--- config.mk ---
export PLATFORM = sky130hd
export DESIGN_NAME = nv_nvdla_cacc_multi_reg
export DESIGN_NICKNAME = d
export VERILOG_FILES = /design/src/rtl/nv_nvdla_cacc_reg_pkg.sv /design/src/rtl/nv_nvdla_cacc_reg_group.sv /design/src/rtl/nv_nvdla_cacc_multi_reg.sv
export SDC_FILE = /design/constraint.sdc
export NUM_CORES = 1
export LEC_CHECK = 0
export CAP_MARGIN = 20
export CORE_ASPECT_RATIO = 0.8
export CORE_UTILIZATION = 56
export CTS_CLUSTER_DIAMETER = 40
export DETAILED_ROUTE_END_ITERATION = 10
export GPL_ROUTABILITY_DRIVEN = 0
export PLACE_DENSITY_LB_ADDON = 0.08
export SLEW_MARGIN = 20
export SYNTH_ARGS = -nofsm -noshare
export SYNTH_HDL_FRONTEND = slang
export SYNTH_SLANG_ARGS = --single-unit
--- constraint.sdc ---
create_clock -name nvdla_core_clk -period 3.7 [get_ports nvdla_core_clk]
set_input_delay 0.74 -clock nvdla_core_clk [delete_from_list [all_inputs] [get_ports nvdla_core_clk]]
set_output_delay 0.74 -clock nvdla_core_clk [all_outputs]
set_load 0.1 [all_outputs]
--- src/rtl/nv_nvdla_cacc_reg_pkg.sv ---
// Shared definitions for the CACC multi-group register file: CSB offsets,
// field widths/positions, reset values, the group-field payload struct and
// the per-group register read/write helpers.
package nv_nvdla_cacc_reg_pkg;

  localparam int unsigned ADDR_W = 12;
  localparam int unsigned DATA_W = 32;
  localparam int unsigned SAT_W  = 32;

  localparam logic [ADDR_W-1:0] OFS_POINTER      = 12'h004;
  localparam logic [ADDR_W-1:0] OFS_OP_ENABLE    = 12'h008;
  localparam logic [ADDR_W-1:0] OFS_MISC_CFG     = 12'h00c;
  localparam logic [ADDR_W-1:0] OFS_DATAOUT_SZ0  = 12'h010;
  localparam logic [ADDR_W-1:0] OFS_DATAOUT_SZ1  = 12'h014;
  localparam logic [ADDR_W-1:0] OFS_DATAOUT_ADDR = 12'h018;
  localparam logic [ADDR_W-1:0] OFS_BATCH_NUMBER = 12'h01c;
  localparam logic [ADDR_W-1:0] OFS_LINE_STRIDE  = 12'h020;
  localparam logic [ADDR_W-1:0] OFS_SURF_STRIDE  = 12'h024;
  localparam logic [ADDR_W-1:0] OFS_DATAOUT_MAP  = 12'h028;
  localparam logic [ADDR_W-1:0] OFS_CLIP_CFG     = 12'h02c;
  localparam logic [ADDR_W-1:0] OFS_OUT_SAT      = 12'h030;
  localparam logic [ADDR_W-1:0] OFS_CYA          = 12'h034;

  localparam int unsigned CONV_MODE_W = 1;
  localparam int unsigned PREC_W      = 2;
  localparam int unsigned SIZE_W      = 13;
  localparam int unsigned BATCH_W     = 5;
  localparam int unsigned STRIDE_W    = 24;
  localparam int unsigned CLIP_W      = 5;

  localparam int unsigned CONV_MODE_LSB   = 0;
  localparam int unsigned PREC_LSB        = 12;
  localparam int unsigned WIDTH_LSB       = 0;
  localparam int unsigned HEIGHT_LSB      = 16;
  localparam int unsigned CHANNEL_LSB     = 0;
  localparam int unsigned BATCH_LSB       = 0;
  localparam int unsigned STRIDE_LSB      = 0;
  localparam int unsigned LINE_PACKED_LSB = 0;
  localparam int unsigned SURF_PACKED_LSB = 16;
  localparam int unsigned CLIP_LSB        = 0;

  localparam logic [PREC_W-1:0] PREC_RST = 2'b01;

  typedef struct packed {
    logic                   conv_mode;
    logic [PREC_W-1:0]      proc_precision;
    logic [SIZE_W-1:0]      dataout_width;
    logic [SIZE_W-1:0]      dataout_height;
    logic [SIZE_W-1:0]      dataout_channel;
    logic [DATA_W-1:0]      dataout_addr;
    logic [BATCH_W-1:0]     batches;
    logic [STRIDE_W-1:0]    line_stride;
    logic [STRIDE_W-1:0]    surf_stride;
    logic                   line_packed;
    logic                   surf_packed;
    logic [CLIP_W-1:0]      clip_truncate;
    logic [DATA_W-1:0]      cya;
  } cacc_grp_fields_t;

  localparam cacc_grp_fields_t GRP_FIELDS_RST = '{
    conv_mode: 1'b0, proc_precision: PREC_RST,
    dataout_width: '0, dataout_height: '0, dataout_channel: '0,
    dataout_addr: '0, batches: '0, line_stride: '0, surf_stride: '0,
    line_packed: 1'b0, surf_packed: 1'b0, clip_truncate: '0, cya: '0};

  // Writable per-group field registers (OUT_SATURATION is read-only).
  function automatic logic is_grp_wr_ofs(input logic [ADDR_W-1:0] ofs);
    case (ofs)
      OFS_MISC_CFG, OFS_DATAOUT_SZ0, OFS_DATAOUT_SZ1, OFS_DATAOUT_ADDR,
      OFS_BATCH_NUMBER, OFS_LINE_STRIDE, OFS_SURF_STRIDE, OFS_DATAOUT_MAP,
      OFS_CLIP_CFG, OFS_CYA: return 1'b1;
      default:               return 1'b0;
    endcase
  endfunction

  // Apply one CSB write to a group's fields; unmapped offsets leave it as is.
  function automatic cacc_grp_fields_t grp_write(input cacc_grp_fields_t f,
                                                 input logic [ADDR_W-1:0] ofs,
                                                 input logic [DATA_W-1:0] d);
    cacc_grp_fields_t n;
    n = f;
    case (ofs)
      OFS_MISC_CFG: begin
        n.conv_mode      = d[CONV_MODE_LSB];
        n.proc_precision = d[PREC_LSB +: PREC_W];
      end
      OFS_DATAOUT_SZ0: begin
        n.dataout_width  = d[WIDTH_LSB +: SIZE_W];
        n.dataout_height = d[HEIGHT_LSB +: SIZE_W];
      end
      OFS_DATAOUT_SZ1:  n.dataout_channel = d[CHANNEL_LSB +: SIZE_W];
      OFS_DATAOUT_ADDR: n.dataout_addr    = d;
      OFS_BATCH_NUMBER: n.batches         = d[BATCH_LSB +: BATCH_W];
      OFS_LINE_STRIDE:  n.line_stride     = d[STRIDE_LSB +: STRIDE_W];
      OFS_SURF_STRIDE:  n.surf_stride     = d[STRIDE_LSB +: STRIDE_W];
      OFS_DATAOUT_MAP: begin
        n.line_packed = d[LINE_PACKED_LSB];
        n.surf_packed = d[SURF_PACKED_LSB];
      end
      OFS_CLIP_CFG:     n.clip_truncate   = d[CLIP_LSB +: CLIP_W];
      OFS_CYA:          n.cya             = d;
      default: ;
    endcase
    return n;
  endfunction

  // Read image of a group's field register; unmapped offsets read zero.
  function automatic logic [DATA_W-1:0] grp_read(input cacc_grp_fields_t f,
                                                 input logic [ADDR_W-1:0] ofs);
    logic [DATA_W-1:0] r;
    r = '0;
    case (ofs)
      OFS_MISC_CFG: begin
        r[CONV_MODE_LSB]          = f.conv_mode;
        r[PREC_LSB +: PREC_W]     = f.proc_precision;
      end
      OFS_DATAOUT_SZ0: begin
        r[WIDTH_LSB +: SIZE_W]    = f.dataout_width;
        r[HEIGHT_LSB +: SIZE_W]   = f.dataout_height;
      end
      OFS_DATAOUT_SZ1:  r[CHANNEL_LSB +: SIZE_W]  = f.dataout_channel;
      OFS_DATAOUT_ADDR: r                         = f.dataout_addr;
      OFS_BATCH_NUMBER: r[BATCH_LSB +: BATCH_W]   = f.batches;
      OFS_LINE_STRIDE:  r[STRIDE_LSB +: STRIDE_W] = f.line_stride;
      OFS_SURF_STRIDE:  r[STRIDE_LSB +: STRIDE_W] = f.surf_stride;
      OFS_DATAOUT_MAP: begin
        r[LINE_PACKED_LSB]        = f.line_packed;
        r[SURF_PACKED_LSB]        = f.surf_packed;
      end
      OFS_CLIP_CFG:     r[CLIP_LSB +: CLIP_W]     = f.clip_truncate;
      OFS_CYA:          r                         = f.cya;
      default: ;
    endcase
    return r;
  endfunction

endpackage

--- src/rtl/nv_nvdla_cacc_reg_group.sv ---
// One CACC register group: configuration fields, op_en and a saturating
// saturation counter.
//   clk, rstn        : core clock, synchronous active-low reset
//   fld_wr_en_i      : field write aimed at this group (dropped while op_en=1)
//   wr_ofs_i/data_i  : CSB offset and write data
//   op_set_i         : OP_ENABLE=1 write aimed at this group
//   done_i           : layer finished on this group (clears op_en)
//   sat_sel_i        : this group is the consumer; counts sat_inc_i while op_en
//   fields_o, op_en_o, sat_count_o : registered group state
module nv_nvdla_cacc_reg_group
  import nv_nvdla_cacc_reg_pkg::*;
#(
  parameter int unsigned SAT_INC_W = 8
) (
  input  logic                  clk,
  input  logic                  rstn,
  input  logic                  fld_wr_en_i,
  input  logic [ADDR_W-1:0]     wr_ofs_i,
  input  logic [DATA_W-1:0]     wr_data_i,
  input  logic                  op_set_i,
  input  logic                  done_i,
  input  logic                  sat_sel_i,
  input  logic [SAT_INC_W-1:0]  sat_inc_i,
  output cacc_grp_fields_t      fields_o,
  output logic                  op_en_o,
  output logic [SAT_W-1:0]      sat_count_o
);

  localparam int unsigned SUM_W = SAT_W + 1;

  cacc_grp_fields_t   fields_q, fields_d;
  logic               op_en_q, op_en_d;
  logic [SAT_W-1:0]   sat_count_q, sat_count_d;
  logic [SUM_W-1:0]   sat_sum;

  // Next-state: locked field writes, saturating count; a set beats a done.
  always_comb begin
    fields_d    = fields_q;
    op_en_d     = op_en_q;
    sat_count_d = sat_count_q;
    sat_sum     = {1'b0, sat_count_q} + SUM_W'(sat_inc_i);
    if (fld_wr_en_i && !op_en_q) begin
      fields_d = grp_write(fields_q, wr_ofs_i, wr_data_i);
    end
    if (sat_sel_i && op_en_q) begin
      sat_count_d = sat_sum[SAT_W] ? '1 : sat_sum[SAT_W-1:0];
    end
    if (done_i) begin
      op_en_d = 1'b0;
    end
    if (op_set_i) begin
      op_en_d     = 1'b1;
      sat_count_d = '0;
    end
  end

  always_ff @(posedge clk) begin
    if (!rstn) begin
      fields_q    <= GRP_FIELDS_RST;
      op_en_q     <= 1'b0;
      sat_count_q <= '0;
    end else begin
      fields_q    <= fields_d;
      op_en_q     <= op_en_d;
      sat_count_q <= sat_count_d;
    end
  end

  assign fields_o    = fields_q;
  assign op_en_o     = op_en_q;
  assign sat_count_o = sat_count_q;

endmodule

--- src/rtl/nv_nvdla_cacc_multi_reg.sv ---
// CACC configuration register file with NUM_GROUPS groups in a ring.
// Software programs group[producer]; the datapath runs group[consumer].
//   nvdla_core_clk/rstn : clock, synchronous active-low reset
//   reg_*               : CSB write port and combinational read data
//   dp_done, sat_inc    : datapath layer-done pulse and saturation increment
//   dp_op_en, dp_group and field outputs : consumer-group state
module nv_nvdla_cacc_multi_reg
  import nv_nvdla_cacc_reg_pkg::*;
#(
  parameter int unsigned NUM_GROUPS = 2,
  parameter int unsigned PTR_W      = 3,
  parameter int unsigned SAT_INC_W  = 8
) (
  input  logic                  nvdla_core_clk,
  input  logic                  nvdla_core_rstn,
  input  logic [ADDR_W-1:0]     reg_offset,
  input  logic [DATA_W-1:0]     reg_wr_data,
  input  logic                  reg_wr_en,
  output logic [DATA_W-1:0]     reg_rd_data,
  input  logic                  dp_done,
  input  logic [SAT_INC_W-1:0]  sat_inc,
  output logic                  dp_op_en,
  output logic [PTR_W-1:0]      dp_group,
  output logic [BATCH_W-1:0]    batches,
  output logic [CLIP_W-1:0]     clip_truncate,
  output logic [DATA_W-1:0]     dataout_addr,
  output logic [DATA_W-1:0]     cya,
  output logic [SIZE_W-1:0]     dataout_width,
  output logic [SIZE_W-1:0]     dataout_height,
  output logic [SIZE_W-1:0]     dataout_channel,
  output logic [STRIDE_W-1:0]   line_stride,
  output logic [STRIDE_W-1:0]   surf_stride,
  output logic                  line_packed,
  output logic                  surf_packed,
  output logic                  conv_mode,
  output logic [PREC_W-1:0]     proc_precision
);

  logic [PTR_W-1:0]       producer_q, producer_d;
  logic [PTR_W-1:0]       consumer_q, consumer_d;

  cacc_grp_fields_t       grp_fields [NUM_GROUPS];
  logic [SAT_W-1:0]       grp_sat    [NUM_GROUPS];
  logic [NUM_GROUPS-1:0]  grp_op_en;

  cacc_grp_fields_t       prod_fields, cons_fields;
  logic                   prod_op_en, cons_op_en;
  logic [SAT_W-1:0]       prod_sat;

  logic                   ptr_wr, op_set, fld_wr, done_ok;

  assign ptr_wr  = reg_wr_en && (reg_offset == OFS_POINTER);
  assign op_set  = reg_wr_en && (reg_offset == OFS_OP_ENABLE) && reg_wr_data[0];
  assign fld_wr  = reg_wr_en && is_grp_wr_ofs(reg_offset);
  assign done_ok = dp_done && cons_op_en;

  for (genvar g = 0; g < NUM_GROUPS; g++) begin : g_grp
    logic is_prod, is_cons;
    assign is_prod = (producer_q == PTR_W'(g));
    assign is_cons = (consumer_q == PTR_W'(g));

    nv_nvdla_cacc_reg_group #(
      .SAT_INC_W (SAT_INC_W)
    ) u_group (
      .clk         (nvdla_core_clk),
      .rstn        (nvdla_core_rstn),
      .fld_wr_en_i (fld_wr && is_prod),
      .wr_ofs_i    (reg_offset),
      .wr_data_i   (reg_wr_data),
      .op_set_i    (op_set && is_prod),
      .done_i      (done_ok && is_cons),
      .sat_sel_i   (is_cons),
      .sat_inc_i   (sat_inc),
      .fields_o    (grp_fields[g]),
      .op_en_o     (grp_op_en[g]),
      .sat_count_o (grp_sat[g])
    );
  end

  // Producer / consumer group selection.
  always_comb begin
    prod_fields = '0;
    prod_op_en  = 1'b0;
    prod_sat    = '0;
    cons_fields = '0;
    cons_op_en  = 1'b0;
    for (int unsigned g = 0; g < NUM_GROUPS; g++) begin
      if (producer_q == PTR_W'(g)) begin
        prod_fields = grp_fields[g];
        prod_op_en  = grp_op_en[g];
        prod_sat    = grp_sat[g];
      end
      if (consumer_q == PTR_W'(g)) begin
        cons_fields = grp_fields[g];
        cons_op_en  = grp_op_en[g];
      end
    end
  end

  // Pointer next-state; written producer wraps modulo NUM_GROUPS.
  always_comb begin
    producer_d = producer_q;
    consumer_d = consumer_q;
    if (ptr_wr) begin
      producer_d = PTR_W'(32'(reg_wr_data[PTR_W-1:0]) % NUM_GROUPS);
    end
    if (done_ok) begin
      consumer_d = (consumer_q == PTR_W'(NUM_GROUPS - 1)) ? '0
                                                          : consumer_q + PTR_W'(1);
    end
  end

  always_ff @(posedge nvdla_core_clk) begin
    if (!nvdla_core_rstn) begin
      producer_q <= '0;
      consumer_q <= '0;
    end else begin
      producer_q <= producer_d;
      consumer_q <= consumer_d;
    end
  end

  // CSB read mux.
  always_comb begin
    reg_rd_data = '0;
    case (reg_offset)
      OFS_POINTER: begin
        reg_rd_data[PTR_W-1:0]  = producer_q;
        reg_rd_data[16 +: PTR_W] = consumer_q;
      end
      OFS_OP_ENABLE: reg_rd_data[0] = prod_op_en;
      OFS_OUT_SAT:   reg_rd_data    = prod_sat;
      default:       reg_rd_data    = grp_read(prod_fields, reg_offset);
    endcase
  end

  assign dp_op_en        = cons_op_en;
  assign dp_group        = consumer_q;
  assign batches         = cons_fields.batches;
  assign clip_truncate   = cons_fields.clip_truncate;
  assign dataout_addr    = cons_fields.dataout_addr;
  assign cya             = cons_fields.cya;
  assign dataout_width   = cons_fields.dataout_width;
  assign dataout_height  = cons_fields.dataout_height;
  assign dataout_channel = cons_fields.dataout_channel;
  assign line_stride     = cons_fields.line_stride;
  assign surf_stride     = cons_fields.surf_stride;
  assign line_packed     = cons_fields.line_packed;
  assign surf_packed     = cons_fields.surf_packed;
  assign conv_mode       = cons_fields.conv_mode;
  assign proc_precision  = cons_fields.proc_precision;

endmodule

==> metrics.txt <==
HPWL Detailed 50.6 mm; global-route wire length before repair roughly 110 mm; ANT cells 0; CTS tree done; Final setup viols 1; worst slew pin tran 0.807 ns; # hold bufs at CTS 0; Congestion Overflow GR 0; Design Area, Final 26600 µm²; synth warn 0; Leak 0.00945 µW; Seq/Total Area, Yosys between 40% and 50%; Antenna Nets Post-Route 0; Power, Total 9700 µW; dominant cells by area after synthesis dfxtp_1 (40%), nand3_1 (8.0%), mux2i_1 (7.8%); Gate Count Post-Synth between 2000 and 2500; Die X 214 µm; metal1 wirelength 28.7 mm; run status finished, violations left; Top FF cell, synth dfxtp_1; Mapped Area 20100 µm²; vias in the first global route 19200; core area approximately 35000 µm²; fraction of registers with async set/reset 0%; Worst setup SP type primary input; 1st-pass router iterations 7; Slew Viols, Final 0; met2 wire length 32.9 mm; fin util 76.0%; pin count of the biggest net entering global routing 93; drt wl/cell 24.6 µm; CTS root buffer clkbuf_16; post-synth top area share between 40% and 50%; Clock Latency Late Sink 0.56 ns; WP data required 2.96 ns; GRT Util Overall 39.4%; drt first-iter violations 2656; max cap viols 0; worst-path fanout max 7; # IOs 258; Max VDD drop 0.366 mV; CP endpoint kind output pin; placed cell areas between 20000 and 25000 µm²; share of layout cells above drive strength 1 about a fifth; syn_nets approximately 2300; FP Rows between 60 and 70; Final WS setup -0.0400 ns; multi-input logic area about 11000 µm²; clock sinks 402; number of synthesized register bits 402; die height 172 µm; via count 20700; Initial Utilization 57.4%; Netlist cell types 86; top layer in use met4; P per Cell Area 364 nW/µm²; Max Freq 267 MHz; critical path class primary input to output pin; Clock Skew 0.0179 ns; Worst-path clk slew 0.06 ns; Post-synth EDFFs 0; Cells on Worst Hold Path 2; final hold viol count 0; Die Area 36700 µm²; Final #Nets between 2000 and 3000; area leader, netlist dfxtp_1; HP Class flop to flop; RSZ-0062 raised after global routing yes; Register Area 8050 µm²; input/output buffers around 260; Filler cells ~2500; antenna violations before repair 0; DRC viols 0; CP Data Arrival Time roughly 3.0 ns; DR WL met3 8.42 mm; reg2reg path depth 6; Vias/cell between 6 and 7; CTS Buf Count 48; syn avg cell area 8.85 µm²; Routed WL 74.1 mm; Synth-to-Final Area Change 32.4%; failing checks negative setup slack; final critical-path share of the clock period 101%; Tmin final around 3.7 ns; Max clock buf depth 3; Slew HR 46.0%; H-tree depth 2
==> flip-flops by register name, indices dropped and copies added, names as in the netlist <==
register                   count
g_grp.u_group.fields_o       332
g_grp.u_group.sat_count_o     64
dp_group                       3
g_grp.u_group.op_en_o          2
producer_q                     1
==> cell usage in the layout (no fill, tap or decap), drive strengths merged, types with 11 or more instances in the layout <==
cell and n:
a21oi 55, a221oi 13, a22o 173, a22oi 12, a31oi 20, and2 13
and3 16, and4 12, buf 349, clkbuf 61, clkdlybuf4s50 43, dfxtp 402
ha 16, inv 12, mux2i 157, nand2 105, nand3 325, nand4 37
nor2 46, nor3 24, o211ai 17, o21ai 331, o221a 17, o22ai 41
or3 11, or4 12, xnor2 11, xor2 29
==> critical path, stage by stage <==
cell	delay [ns]
dlygate4sd2_1	0.27
or4_4	0.66
buf_12	0.19
nor2_4	0.16
a41oi_1	0.14
a21o_1	0.21
o211ai_1	0.38
buf_12	0.24
==> timing repair <==
action / CTS / global route
gates resized for setup: 20 / 5
setup buffers: 5 / 3
cloned: 0 / 0
pin swaps: 9 / 11
endpoints found under the setup margin: 32 / 10
==> layout make-up <==
cell class              count  area share [%]
clock buffers              61            5.00
clock inverters            25            1.37
inverters                   7          0.0987
multi-input cells        1639            42.5
flip-flops and latches    402            30.2
well taps                 472            2.22
repair buffers            403            18.6
==> cell families after synthesis <==
| family | after synthesis | share of synthesized area, % |
|---|---|---|
| buf+inv | 231 | 4.98 |
| mux | 175 | 9.27 |
| simple gates | 642 | 17.3 |
| fa+ha+maj | 18 | 1.19 |
| xor+xnor | 40 | 1.74 |
| flops | 402 | 40.0 |
| compound gates | 764 | 25.5 |
==> worst paths after layout <==
check / slack [ns] / end / from
worst min register to register: 0.47 / g_grp[1].u_group.fields_o[88]$_SDFFE_PN0P_ / g_grp[1].u_group.fields_o[88]$_SDFFE_PN0P_
worst min-delay path: 0.47 / g_grp[1].u_group.fields_o[88]$_SDFFE_PN0P_ / g_grp[1].u_group.fields_o[88]$_SDFFE_PN0P_
worst max register to register: 0.88 / g_grp[1].u_group.fields_o[112]$_SDFFE_PN0P_ / producer_q[0]$_SDFFE_PN0P_
worst max-delay path: -0.04 / reg_rd_data[0] / reg_offset[7]
==> report_power, final <==
group	leakage, µW	total (µW)	switching [µW]	internal (µW)
logic	0.00540	365	241	124
clock network	0.000813	5000	1940	3060
registers	0.00324	4330	0.0214	4330
total	0.00945	9700	2180	7510
==> through the flow <==
stage | hold slack (ns) | setup slack (ns) | std cells | TNS (ns)
2_1_floorplan | 0.443 | -0.532 | 2272 | -3.14
3_5_place_dp | 0.465 | -0.202 | 2915 | -4.09
4_1_cts | 0.473 | 0.00923 | 3006 | 0
5_1_grt | 0.497 | -0.0546 | 3009 | -0.0546
3_3_place_gp | 0.457 | -0.160 | 2915 | -2.83
6_report | 0.474 | -0.0400 | 3009 | -0.0400
==> cell usage after synthesis, types with 12 or more instances <==
cell / n
a21oi_1: 54
o221a_2: 17
ha_1: 16
nand2_1: 105
mux2i_1: 157
nor3_1: 20
o22ai_1: 41
nand4_1: 30
a31oi_1: 20
nor2_1: 43
o21ai_0: 266
dfxtp_1: 402
nand3_1: 323
and4_1: 12
o211ai_1: 17
buf_2: 29
and3_1: 16
a221oi_1: 13
xor2_1: 29
buf_1: 48
clkbuf_1: 130
o21ai_1: 56
a22o_1: 173
==> per-layer routing <==
metal	GRT usage (%)	up-vias
met5	0	-
li1	-	9156
met1	51.8	9948
met2	60.4	1374
met3	9.00	259
met4	20.4	0
Power figures use the tool's default switching activity.
